--- config.mk ---
export PLATFORM = sky130hd
export DESIGN_NAME = mmio_interconnect_flat
export DESIGN_NICKNAME = d
export VERILOG_FILES = /design/src/rtl/mmio_interconnect_if.sv /design/src/rtl/mmio_interconnect.sv /design/src/flat_wrapper.sv
export SDC_FILE = /design/constraint.sdc
export NUM_CORES = 1
export LEC_CHECK = 0
export CORE_AREA = 2 2 186 188
export CTS_CLUSTER_DIAMETER = 60
export DETAILED_ROUTE_END_ITERATION = 12
export DIE_AREA = 0 0 188 190
export MAX_ROUTING_LAYER = met4
export PLACE_DENSITY = 0.59
export SYNTH_ARGS = -nofsm -noshare
export SYNTH_HDL_FRONTEND = slang
export SYNTH_SLANG_ARGS = --single-unit
--- constraint.sdc ---
create_clock -name clk -period 4.2 [get_ports clk]
set_clock_uncertainty 0.2 [all_clocks]
set_input_delay 1.05 -clock clk [delete_from_list [all_inputs] [get_ports clk]]
set_output_delay 1.05 -clock clk [all_outputs]
set_load 0.005 [all_outputs]
--- src/rtl/mmio_interconnect_if.sv ---
// Bus bundle between the core data port, the MMIO fabric and its slaves.
// The fabric uses the slave modport; the core/peripheral side uses master.
interface mmio_interconnect_if #(
    parameter int N_SLAVES = 8,
    parameter int DATA_W   = 32,
    parameter int ADDR_W   = 32
);
    logic                         m_read;
    logic                         m_write;
    logic [ADDR_W-1:0]            m_addr;
    logic [DATA_W-1:0]            m_wdata;
    logic [DATA_W-1:0]            m_rdata;
    logic                         m_ready;
    logic                         m_err;
    logic [N_SLAVES-1:0]          s_cs;
    logic                         s_read;
    logic                         s_write;
    logic [ADDR_W-1:0]            s_addr;
    logic [DATA_W-1:0]            s_wdata;
    logic [N_SLAVES*DATA_W-1:0]   s_rdata;
    logic [N_SLAVES-1:0]          s_ready;

    modport slave (
        input  m_read, m_write, m_addr, m_wdata, s_rdata, s_ready,
        output m_rdata, m_ready, m_err,
        output s_cs, s_read, s_write, s_addr, s_wdata
    );

    modport master (
        output m_read, m_write, m_addr, m_wdata, s_rdata, s_ready,
        input  m_rdata, m_ready, m_err,
        input  s_cs, s_read, s_write, s_addr, s_wdata
    );
endinterface

--- src/rtl/mmio_interconnect.sv ---
// Registered MMIO fabric: IDLE/ACCESS/RESP engine with wait states and timeout.
// Define MMIO_ERR_LOG_EN to build the error address/count log.
module mmio_interconnect #(
    parameter int N_SLAVES = 8,
    parameter int DATA_W   = 32,
    parameter int ADDR_W   = 32,
    parameter int SEL_LSB  = 12,
    parameter int SEL_W    = 4,
    parameter int TIMEOUT  = 15
) (
    input  logic              clk,
    input  logic              rst,
    mmio_interconnect_if.slave bus,
    output logic [ADDR_W-1:0] err_addr,
    output logic [7:0]        err_count
);

    localparam int CNT_W = (TIMEOUT > 0) ? $clog2(TIMEOUT + 1) : 1;

    typedef enum logic [1:0] {
        IDLE,
        ACCESS,
        RESP
    } state_t;

    state_t              state_q, state_d;
    logic [N_SLAVES-1:0] cs_q, cs_d;
    logic                rd_q, rd_d;
    logic                wr_q, wr_d;
    logic [ADDR_W-1:0]   addr_q, addr_d;
    logic [DATA_W-1:0]   wdata_q, wdata_d;
    logic [DATA_W-1:0]   rdata_q, rdata_d;
    logic                ready_q, ready_d;
    logic                err_q, err_d;
    logic [CNT_W-1:0]    cnt_q, cnt_d;
    logic [SEL_W-1:0]    idx_q, idx_d;

    logic [SEL_W-1:0]    req_idx;
    logic                req_ok;
    logic [N_SLAVES-1:0] req_onehot;
    logic [DATA_W-1:0]   sel_rdata;
    logic                sel_ready;
    logic                tmo_hit;

    assign req_idx = bus.m_addr[SEL_LSB+SEL_W-1:SEL_LSB];
    assign req_ok  = (32'(req_idx) < N_SLAVES);
    assign tmo_hit = (TIMEOUT != 0) && (cnt_q == CNT_W'(TIMEOUT));

    always_comb begin
        req_onehot = '0;
        sel_rdata  = '0;
        sel_ready  = 1'b0;
        for (int i = 0; i < N_SLAVES; i++) begin
            req_onehot[i] = (req_idx == SEL_W'(i));
            if (idx_q == SEL_W'(i)) begin
                sel_rdata = bus.s_rdata[i*DATA_W +: DATA_W];
                sel_ready = bus.s_ready[i];
            end
        end
    end

    always_comb begin
        state_d = state_q;
        cs_d    = cs_q;
        rd_d    = rd_q;
        wr_d    = wr_q;
        addr_d  = addr_q;
        wdata_d = wdata_q;
        rdata_d = rdata_q;
        ready_d = 1'b0;
        err_d   = 1'b0;
        cnt_d   = cnt_q;
        idx_d   = idx_q;
        unique case (state_q)
            IDLE: begin
                if (bus.m_read || bus.m_write) begin
                    addr_d  = bus.m_addr;
                    wdata_d = bus.m_wdata;
                    idx_d   = req_idx;
                    cnt_d   = '0;
                end
                unique case (1'b1)
                    bus.m_read && bus.m_write: begin
                        state_d = RESP;
                        ready_d = 1'b1;
                        err_d   = 1'b1;
                        rdata_d = '0;
                    end
                    bus.m_read ^ bus.m_write: begin
                        if (req_ok) begin
                            state_d = ACCESS;
                            cs_d    = req_onehot;
                            rd_d    = bus.m_read;
                            wr_d    = bus.m_write;
                        end else begin
                            state_d = RESP;
                            ready_d = 1'b1;
                            err_d   = 1'b1;
                            rdata_d = '0;
                        end
                    end
                    default: ;
                endcase
            end
            ACCESS: begin
                // Only the selected slave's ready counts; it wins over timeout.
                if (sel_ready) begin
                    state_d = RESP;
                    ready_d = 1'b1;
                    rdata_d = rd_q ? sel_rdata : '0;
                    cs_d    = '0;
                    rd_d    = 1'b0;
                    wr_d    = 1'b0;
                end else if (tmo_hit) begin
                    state_d = RESP;
                    ready_d = 1'b1;
                    err_d   = 1'b1;
                    rdata_d = '0;
                    cs_d    = '0;
                    rd_d    = 1'b0;
                    wr_d    = 1'b0;
                end else begin
                    cnt_d = cnt_q + 1'b1;
                end
            end
            RESP: begin
                state_d = IDLE;
                cnt_d   = '0;
            end
            default: state_d = IDLE;
        endcase
    end

    always_ff @(posedge clk) begin
        if (!rst) begin
            state_q <= IDLE;
            cs_q    <= '0;
            rd_q    <= 1'b0;
            wr_q    <= 1'b0;
            addr_q  <= '0;
            wdata_q <= '0;
            rdata_q <= '0;
            ready_q <= 1'b0;
            err_q   <= 1'b0;
            cnt_q   <= '0;
            idx_q   <= '0;
        end else begin
            state_q <= state_d;
            cs_q    <= cs_d;
            rd_q    <= rd_d;
            wr_q    <= wr_d;
            addr_q  <= addr_d;
            wdata_q <= wdata_d;
            rdata_q <= rdata_d;
            ready_q <= ready_d;
            err_q   <= err_d;
            cnt_q   <= cnt_d;
            idx_q   <= idx_d;
        end
    end

    assign bus.s_cs    = cs_q;
    assign bus.s_read  = rd_q;
    assign bus.s_write = wr_q;
    assign bus.s_addr  = addr_q;
    assign bus.s_wdata = wdata_q;
    assign bus.m_rdata = rdata_q;
    assign bus.m_ready = ready_q;
    assign bus.m_err   = err_q;

`ifdef MMIO_ERR_LOG_EN
    logic [ADDR_W-1:0] elog_addr_q;
    logic [7:0]        elog_cnt_q;

    always_ff @(posedge clk) begin
        if (!rst) begin
            elog_addr_q <= '0;
            elog_cnt_q  <= '0;
        end else if (state_q == RESP && err_q) begin
            elog_addr_q <= addr_q;
            if (elog_cnt_q != 8'hFF) begin
                elog_cnt_q <= elog_cnt_q + 8'd1;
            end
        end
    end

    assign err_addr  = elog_addr_q;
    assign err_count = elog_cnt_q;
`else
    assign err_addr  = '0;
    assign err_count = '0;
`endif

endmodule

--- src/flat_wrapper.sv ---
// flat-port wrapper written by rule: the top's interface ports become plain ports
module mmio_interconnect_flat 
#(
    parameter int N_SLAVES = 8,
    parameter int DATA_W   = 32,
    parameter int ADDR_W   = 32,
    parameter int SEL_LSB  = 12,
    parameter int SEL_W    = 4,
    parameter int TIMEOUT  = 15
)
  (clk, rst, err_addr, err_count, bus_m_read, bus_m_write, bus_m_addr, bus_m_wdata, bus_s_rdata, bus_s_ready, bus_m_rdata, bus_m_ready, bus_m_err, bus_s_cs, bus_s_read, bus_s_write, bus_s_addr, bus_s_wdata);
  mmio_interconnect_if #(.N_SLAVES(N_SLAVES), .DATA_W(DATA_W), .ADDR_W(ADDR_W)) bus_i ();
  input  logic clk;
  input  logic rst;
  output logic [ADDR_W-1:0] err_addr;
  output logic [7:0] err_count;
  input wire logic [$bits(bus_i.m_read)-1:0] bus_m_read;
  input wire logic [$bits(bus_i.m_write)-1:0] bus_m_write;
  input wire logic [$bits(bus_i.m_addr)-1:0] bus_m_addr;
  input wire logic [$bits(bus_i.m_wdata)-1:0] bus_m_wdata;
  input wire logic [$bits(bus_i.s_rdata)-1:0] bus_s_rdata;
  input wire logic [$bits(bus_i.s_ready)-1:0] bus_s_ready;
  output wire logic [$bits(bus_i.m_rdata)-1:0] bus_m_rdata;
  output wire logic [$bits(bus_i.m_ready)-1:0] bus_m_ready;
  output wire logic [$bits(bus_i.m_err)-1:0] bus_m_err;
  output wire logic [$bits(bus_i.s_cs)-1:0] bus_s_cs;
  output wire logic [$bits(bus_i.s_read)-1:0] bus_s_read;
  output wire logic [$bits(bus_i.s_write)-1:0] bus_s_write;
  output wire logic [$bits(bus_i.s_addr)-1:0] bus_s_addr;
  output wire logic [$bits(bus_i.s_wdata)-1:0] bus_s_wdata;
  assign bus_i.m_read = bus_m_read;
  assign bus_i.m_write = bus_m_write;
  assign bus_i.m_addr = bus_m_addr;
  assign bus_i.m_wdata = bus_m_wdata;
  assign bus_i.s_rdata = bus_s_rdata;
  assign bus_i.s_ready = bus_s_ready;
  assign bus_m_rdata = bus_i.m_rdata;
  assign bus_m_ready = bus_i.m_ready;
  assign bus_m_err = bus_i.m_err;
  assign bus_s_cs = bus_i.s_cs;
  assign bus_s_read = bus_i.s_read;
  assign bus_s_write = bus_i.s_write;
  assign bus_s_addr = bus_i.s_addr;
  assign bus_s_wdata = bus_i.s_wdata;
  mmio_interconnect #(.N_SLAVES(N_SLAVES), .DATA_W(DATA_W), .ADDR_W(ADDR_W), .SEL_LSB(SEL_LSB), .SEL_W(SEL_W), .TIMEOUT(TIMEOUT)) u_core (.clk(clk), .rst(rst), .bus(bus_i), .err_addr(err_addr), .err_count(err_count));
endmodule
==> results.txt, run 1 <==
----------------------------------------------------
[Clock network]
  H-tree depth ... 4
  Clock root buffer master ... sky130_fd_sc_hd__clkbuf_16
  Clk Latency, worst-skew pair ... 0.43 ns
  Deepest clock path buffer count ... 2
  CTS buffer count ... 17
  Setup repair bufs after CTS ... 0
  CTS tree ... done
  Clock-pin transition on the worst setup and hold timing paths ... 0.05 ns
  Number of gates resized after cts ... 0
  Number of buffers inserted for hold repair after clock tree synthesis ... 0
  Clock sinks ... about 110

[Critical path]
  Cell with the biggest individual delay on the critical path ... sky130_fd_sc_hd__or3_2
  R2R cell count ... 6
  Startpoint types ... input port
  Destination of the worst register-to-register timing path ... u_core.bus.m_rdata[1]
  Register-to-register setup slack ... ~1.3 ns
  Highest cell delay on the worst timing path ... roughly 0.83 ns
  Startpoint of the lowest-slack register-to-register path ... u_core.idx_q[1]
  Endpoint kind of the worst setup timing path ... flip-flop
  Worst endpoint required time ... approximately 4.4 ns
  Kind of critical path ... in -> reg
  Crit path max fanout ... 32
  Chain of cells forming the critical path ... clkdlybuf4s50_1, a21oi_1, a2111oi_2, a21oi_1, or3_2, o2bb2ai_1
  Crit path DAT ... about 3.3 ns
  CP dominant cell by count ... sky130_fd_sc_hd__a21oi_1

[Min path]
  Worst Hold Path EP ... u_core.bus.s_addr[9]
  Hold depth ... 2
  Worst Hold Launch ... u_core.bus.s_addr[9]
  Hold crit path type ... reg -> reg

[Timing]
  Worst Hold Slack ... 0.252 ns
  Max frequency ... between 300 and 400 MHz
  Count of endpoints failing setup in the final report ... 0
  RSZ-0062 raised after global routing ... false
  Final Worst Setup Slack ... around 1.1 ns
  Max Slew Vio Count ... 0
  Final count of hold timing violations ... 0
  Clock period minus worst slack ... between 3 and 4 ns
  Relative max-transition margin ... 0.466
  TNS Setup ... 0 ns
  Transition time at the pin with the least slew margin ... about 0.8 ns
  Period utilisation layout ... 0.746

[Placed design]
  HPWL reported at the end of detailed placement ... roughly 23 mm
  Placer Congestion ... ~0.8
  DP Worst Slack ... approximately 0.62 ns
  Input/output buffers ... ~440

[Routing]
  Via count ... just under 7,000
  Wire length reported by the detailed router ... a little under 30 mm
  Detailed route wirelength on metal3 ... approximately 2.4 mm
  Iter 0 DRT Violations ... just under 200
  Top metal layer carrying routed signals ... met4
  Average routed wire per standard cell ... roughly 19 um
  Number of vias per cell ... approximately 4.3
  Drc violations ... 0
  Pre-antenna DRT Iters ... 6
  Met2 routed WL ... approximately 14 mm
  Routed metal-1 wire length ... between 10 and 15 mm
  Antenna-violating nets left ... 0

[Floorplan]
  Floorplan die height ... between 150 and 200 um
  Full die area ... ~36,000 um^2
  I/O pin total ... 480
  Starting Density ... 0.191
  Row count ... 68
  Placeable core area ... about 34,000 um^2
  Width of the die ... ~190 um

[Global routing]
  Vias in the first global route ... roughly 6,900
  Number of antenna violations at the first check in global routing ... 5
  First-pass GRT wire length ... ~42 mm
  Remaining global-route overflow ... 0
  Overall global routing resource usage ... 0.164
  Pin count of the biggest net entering global routing ... 65

[Logic synthesis]
  Asr flop ratio synth ... 0
  Register bit total from synthesis ... 114
  Top flip-flop cell by instance count after synthesis ... sky130_fd_sc_hd__dfxtp_1
  Post-synthesis cell area ... between 6000 and 7000 um^2
  Number of flops mapped to enable cells by yosys ... 0
  Cell with the most instances after synthesis ... sky130_fd_sc_hd__nand2_1
  Syn Area/Cell ... around 9.6 um^2
  Area share of the largest cell type after synthesis ... 0.352
  Ranking of synthesized cells by area ... sky130_fd_sc_hd__dfxtp_1, sky130_fd_sc_hd__mux4_2, sky130_fd_sc_hd__nand2_1
  Post-synthesis cell count ... about 680
  Leading cell types by count after synthesis ... sky130_fd_sc_hd__nand2_1, sky130_fd_sc_hd__dfxtp_1, sky130_fd_sc_hd__a21oi_1
  Top cell type by total area after synthesis ... sky130_fd_sc_hd__dfxtp_1
  Yosys warning count ... 0
  Sequential-to-total area share from yosys stat ... 0.352
  Number of distinct library cell variants in the gate-level netlist after synthesis ... 52

[Power and ir drop]
  VDD IR max ... roughly 0.00031 V
  Leakage power summed over all cells ... 4.31 nW
  Ratio of total power to cell area ... about 320 nW/um^2
  Sequential power share ... 0.319
  Net Sw Power ... roughly 1.1 mW
  Clock power share ... 0.393
  Internal power summed over all cells ... 2.74 mW
  Overall power after layout ... ~3.8 mW
  Switching part of the total power ... 0.278
  Fraction of power consumed by combinational cells ... 0.288

[Finish]
  Fill cell count ... ~3,400
  Layout overhead on the synthesized area ... 81.5%
  Layout net count ... ~1,400
  Ratio of cells with drive above 1 in the final layout ... 0.112

[Status]
  Outcome ... finished clean

[Flow run]
  Max-cap viol count ... 0

----------------------------------------------------
[through the flow]
step | util | cells | instance area (um^2)
final | 0.347 | 1563 | 11800
after global routing | 0.347 | 1563 | 11800
after CTS | 0.346 | 1558 | 11800
after detailed placement | 0.329 | 1526 | 11200
after global placement | 0.329 | 1526 | 11200
after floorplan | - | 716 | 6630
[kinds of logic after synthesis]
kind of cell | share of synthesized area
AOI/OAI and AO/OA | 0.179
muxes | 0.242
buffers and inverters | 0.0907
and+or+nand+nor | 0.130
DFF | 0.352
adders and majority gates | 0.00579
other | 0.000578
[worst max-delay path: cells and delay by family]
kind	cells	cell delay (ns)
AO/OA/AOI/OAI	4	0.90
buffers and inverters	1	0.48
AND/OR/NAND/NOR	1	0.83
[routing by layer]
layer / GRT usage / up-vias
li1: - / 3230
met1: 0.189 / 3187
met2: 0.270 / 292
met3: 0.0542 / 22
met4: 0.0536 / 0
met5: - / -
[power by group through the flow]
stage	combinational [mW]	sequential, mW	clock (mW)
after global placement	1.10	1.23	0
after detailed placement	1.11	1.24	0
final	1.09	1.21	1.49
after CTS	1.11	1.21	1.55
after floorplan	0.541	1.22	0
after global routing	1.19	1.22	1.59
[registers in the layout (all words and copies together), names as in the netlist]
register            cells
u_core.bus.m_rdata     32
u_core.bus.s_wdata     32
u_core.bus.s_addr      29
u_core.bus.s_cs         8
u_core.cnt_q            4
u_core.idx_q            3
u_core.state_q          2
u_core.bus.m_err        1
u_core.bus.m_ready      1
u_core.bus.s_read       1
u_core.bus.s_write      1
[cell type report]
| cell class | count | area (um^2) | share of cell area |
|---|---|---|---|
| Timing Repair Buffer | 451 | 4500 | 0.382 |
| Multi-Input combinational cell | 500 | 3780 | 0.321 |
| Sequential cell | 114 | 2290 | 0.194 |
| Tap cell | 455 | 569 | 0.0483 |
| Clock buffer | 24 | 502 | 0.0426 |
| Clock inverter | 8 | 101 | 0.00861 |
| Inverter | 6 | 22.5 | 0.00191 |
| Antenna cell | 5 | 12.5 | 0.00106 |
[worst max-delay path by stage]
stage                        start                      to  slack [ns]  cells past startpoint
floorplan              bus_m_write      u_core.bus.s_cs[6]        1.44                      6
global placement    bus_s_ready[6]  u_core.bus.m_rdata[21]        0.69                      6
detailed placement  bus_s_ready[6]  u_core.bus.m_rdata[30]        0.62                      6
CTS                 bus_s_ready[6]   u_core.bus.m_rdata[1]        1.07                      6
global route        bus_s_ready[6]   u_core.bus.m_rdata[1]        0.91                      6
finish              bus_s_ready[6]   u_core.bus.m_rdata[1]        1.07                      6
[layout by cell type, fill, tap and decap left out, types with 3 or more instances in the layout]
cell	Yosys	final
sky130_fd_sc_hd__dfxtp_1	114	112
sky130_fd_sc_hd__nor3_1	6	5
sky130_fd_sc_hd__ha_1	3	3
sky130_fd_sc_hd__o31ai_1	3	3
sky130_fd_sc_hd__buf_4	42	11
sky130_fd_sc_hd__o2bb2ai_2	10	10
sky130_fd_sc_hd__o21ai_0	15	15
sky130_fd_sc_hd__or3_1	6	4
sky130_fd_sc_hd__o22ai_1	6	6
sky130_fd_sc_hd__o2bb2ai_1	33	33
sky130_fd_sc_hd__mux4_2	48	48
sky130_fd_sc_hd__nor2_1	6	6
sky130_fd_sc_hd__clkbuf_8	0	5
sky130_fd_sc_hd__nand2_1	149	149
sky130_fd_sc_hd__clkdlybuf4s50_1	0	439
sky130_fd_sc_hd__diode_2	0	5
sky130_fd_sc_hd__clkbuf_16	0	17
sky130_fd_sc_hd__a21oi_1	74	73
sky130_fd_sc_hd__mux2_2	9	9
sky130_fd_sc_hd__nor2b_1	5	5
sky130_fd_sc_hd__inv_1	5	3
sky130_fd_sc_hd__conb_1	1	40
sky130_fd_sc_hd__nand2b_1	6	6
sky130_fd_sc_hd__clkinvlp_4	0	3
sky130_fd_sc_hd__nand3_1	9	9
sky130_fd_sc_hd__mux2i_1	39	39
Power figures use the tool's default switching activity.
==> run 2: changes to the inputs <==
--- a/config.mk
+++ b/config.mk
@@ -5,12 +5,12 @@
 export SDC_FILE = /design/constraint.sdc
 export NUM_CORES = 1
 export LEC_CHECK = 0
-export CORE_AREA = 2 2 186 188
+export CORE_AREA = 2 2 187 189
 export CTS_CLUSTER_DIAMETER = 60
 export DETAILED_ROUTE_END_ITERATION = 12
-export DIE_AREA = 0 0 188 190
+export DIE_AREA = 0 0 189 191
 export MAX_ROUTING_LAYER = met4
-export PLACE_DENSITY = 0.59
+export PLACE_DENSITY = 0.61
 export SYNTH_ARGS = -nofsm -noshare
 export SYNTH_HDL_FRONTEND = slang
 export SYNTH_SLANG_ARGS = --single-unit
==> constraint.sdc (replaced) <==
create_clock -name clk -period 2.6 [get_ports clk]
set_clock_uncertainty 0.2 [all_clocks]
set_input_delay 0.65 -clock clk [delete_from_list [all_inputs] [get_ports clk]]
set_output_delay 0.65 -clock clk [all_outputs]
set_load 0.005 [all_outputs]
==> run 2 against run 1 <==
Power increased by 68%. Critical path depth decreased by 5. Wire length increased by 3.8%. Sequential power increased by 61%. Flip-flop and latch count unchanged. Non-clock buffer count increased by 23. Combinational power increased by 72%. Via count increased by 2.4%. Worst hold slack about the same.
==> results.txt, run 2 (synthesis results as in run 1) <==
----------------------------------------------------
[Power and ir drop]
  Net Sw Power ... 1.77 mW (was 1.06 mW)
  VDD IR max ... 0.000456 V (was 0.000308 V)
  Ratio of total power to cell area ... 529 nW/um^2 (was 322 nW/um^2)
  Internal power summed over all cells ... 4.61 mW (was 2.74 mW)
  Fraction of power consumed by combinational cells ... 0.295 (was 0.288)
  Switching part of the total power ... 0.277 (was 0.278)
  Overall power after layout ... 6.38 mW (was 3.80 mW)
  Sequential power share ... 0.305 (was 0.319)
  Clock power share ... 0.400 (was 0.393)
  Leakage power summed over all cells ... 4.46 nW (was 4.31 nW)

[Timing]
  TNS Setup ... 0 ns (unchanged)
  Max frequency ... a little over 400 MHz
  Final Worst Setup Slack ... 0.140 ns (was 1.07 ns)
  Max Slew Vio Count ... 0 (unchanged)
  Period utilisation layout ... 0.946
  Final count of hold timing violations ... 0 (unchanged)
  Count of endpoints failing setup in the final report ... 0 (unchanged)
  RSZ-0062 raised after global routing ... false (unchanged)
  Clock period minus worst slack ... 2.46 ns
  Transition time at the pin with the least slew margin ... 0.574 ns (was 0.801 ns)
  Relative max-transition margin ... 0.617 (was 0.466)

[Critical path]
  Worst endpoint required time ... 1.75 ns (was 4.36 ns)
  Startpoint types ... flip-flop (was input port)
  Crit path DAT ... 1.61 ns (was 3.29 ns)
  Crit path max fanout ... 6 (was 32)
  Destination of the worst register-to-register timing path ... u_core.bus.m_rdata[5] (was u_core.bus.m_rdata[1])
  Startpoint of the lowest-slack register-to-register path ... u_core.idx_q[1] (unchanged)
  Kind of cell adding the most delay to the critical path ... buffers and inverters (was compound AO/OA/AOI/OAI gates)
  Cell with the biggest individual delay on the critical path ... sky130_fd_sc_hd__clkdlybuf4s50_1 (was sky130_fd_sc_hd__or3_2)
  Buffers and inverters on the worst path ... 1 (unchanged)
  Highest cell delay on the worst timing path ... 0.62 ns (was 0.83 ns)
  Chain of cells forming the critical path ... clkdlybuf4s50_1 (was clkdlybuf4s50_1, a21oi_1, a2111oi_2, a21oi_1, or3_2, o2bb2ai_1)
  Endpoint kind of the worst setup timing path ... primary output (was flip-flop)
  Kind of critical path ... reg -> out (was in -> reg)
  R2R cell count ... 6 (unchanged)
  Register-to-register setup slack ... 0.33 ns (was 1.27 ns)

[Finish]
  Core Util, Final ... 0.354 (was 0.347)
  Layout overhead on the synthesized area ... 86.1% (was 81.5%)
  Most frequent cells in the layout ... sky130_fd_sc_hd__clkdlybuf4s50_1, sky130_fd_sc_hd__nand2_1, sky130_fd_sc_hd__dfxtp_1, sky130_fd_sc_hd__a21oi_1, sky130_fd_sc_hd__mux4_2 (unchanged)
  Layout net count ... 1,448 (was 1,425)
  Ratio of cells with drive above 1 in the final layout ... 0.131 (was 0.112)
  Most common cell after layout, fill and taps aside ... sky130_fd_sc_hd__clkdlybuf4s50_1 (unchanged)
  Fill cell count ... 3,463 (was 3,424)

[Routing]
  Number of vias per cell ... 4.34 (was 4.31)
  Wire length reported by the detailed router ... 30.3 mm (was 29.2 mm)
  Antenna-violating nets left ... 0 (unchanged)
  Drc violations ... 0 (unchanged)
  Via count ... 6,891 (was 6,731)
  Iter 0 DRT Violations ... 329 (was 195)
  Average routed wire per standard cell ... 19.1 um (was 18.7 um)
  Pre-antenna DRT Iters ... 6 (unchanged)

[Global routing]
  Overall global routing resource usage ... 0.165 (was 0.164)
  Remaining global-route overflow ... 0 (unchanged)
  Number of antenna violations at the first check in global routing ... 4 (was 5)
  First-pass GRT wire length ... 43.2 mm (was 42.4 mm)
  Pin count of the biggest net entering global routing ... 65 (unchanged)
  Vias in the first global route ... 6,953 (was 6,887)

[Placed design]
  Placer Congestion ... 0.836 (was 0.802)
  HPWL reported at the end of detailed placement ... 24.1 mm (was 22.7 mm)
  Input/output buffers ... 439 (unchanged)
  DP Worst Slack ... -0.274 ns (was 0.625 ns)

[Clock network]
  Clock root buffer master ... sky130_fd_sc_hd__clkbuf_16 (unchanged)
  Number of buffers inserted for hold repair after clock tree synthesis ... 0 (unchanged)
  Number of gates resized after cts ... 0 (unchanged)
  Setup repair bufs after CTS ... 0 (unchanged)
  Clk Latency, worst-skew pair ... 0.44 ns (was 0.43 ns)
  CTS tree ... done (unchanged)
  CTS buffer count ... 17 (unchanged)
  Clock-pin transition on the worst setup and hold timing paths ... 0.06 ns (was 0.05 ns)
  Clock sinks ... 114 (unchanged)
  H-tree depth ... 4 (unchanged)
  Deepest clock path buffer count ... 2 (unchanged)

[Flow run]
  Max-cap viol count ... 0 (unchanged)

[Floorplan]
  Width of the die ... 189 um (was 188 um)
  Floorplan die height ... 191 um (was 190 um)
  Starting Density ... 0.190 (was 0.191)
  Row count ... 68 (unchanged)
  I/O pin total ... 480 (unchanged)
  Full die area ... 36,100 um^2 (was 35,700 um^2)
  Placeable core area ... 34,100 um^2 (was 33,900 um^2)

[Min path]
  Worst Hold Launch ... u_core.bus.s_wdata[21] (was u_core.bus.s_addr[9])
  Worst Hold Path EP ... u_core.bus.s_wdata[21] (was u_core.bus.s_addr[9])
  Hold depth ... 2 (unchanged)
  Hold crit path type ... reg -> reg (unchanged)

[Status]
  Outcome ... finished clean (unchanged)

----------------------------------------------------
-- run 2: layer usage --
metal	vias up	global-route usage	routed length (um)
met5	-	-	0
met4	0	0.0541	539
met3	31	0.0521	2290
met2	284	0.274	15200
met1	3308	0.189	12300
li1	3268	-	-
-- run 2: power by group through the flow --
stage	sequential, mW	combinational, mW	clock [mW]
finish	1.95	1.88	2.55
global placement	1.98	1.89	0
CTS	1.95	1.91	2.62
floorplan	1.96	0.873	0
global route	1.96	2.04	2.70
detailed placement	1.99	1.90	0
-- run 2: stage by stage --
stage	cell area [um^2]	hold WS, ns	cells
finish	12100	0.252	1586
global route	12100	0.273	1585
CTS	12100	0.254	1581
detailed placement	11400	0.246	1549
global placement	11400	0.241	1549
floorplan	6630	0.251	716
-- run 2: area by class of cell --
class / count / area, um^2 / share of cell area
antenna: 5 / 12.5 / 0.00104
clock buffer: 20 / 447 / 0.0370
clock inverter: 12 / 180 / 0.0149
inverter: 6 / 22.5 / 0.00187
multi-input combinational: 500 / 3780 / 0.313
sequential: 114 / 2290 / 0.190
tap: 455 / 569 / 0.0472
timing repair buffer: 474 / 4770 / 0.395
-- run 2: how the worst max path moves through the flow --
| stage | start | end | cells past startpoint |
|---|---|---|---|
| floorplan | bus_m_write | u_core.bus.s_cs[6] | 6 |
| global route | bus_s_ready[6] | u_core.bus.m_rdata[7] | 7 |
| global placement | bus_s_ready[7] | u_core.bus.m_rdata[21] | 7 |
| detailed placement | bus_s_ready[6] | u_core.bus.m_rdata[5] | 7 |
| CTS | u_core.bus.s_addr[15] | bus_s_addr[15] | 1 |
| finish | u_core.bus.s_addr[15] | bus_s_addr[15] | 1 |
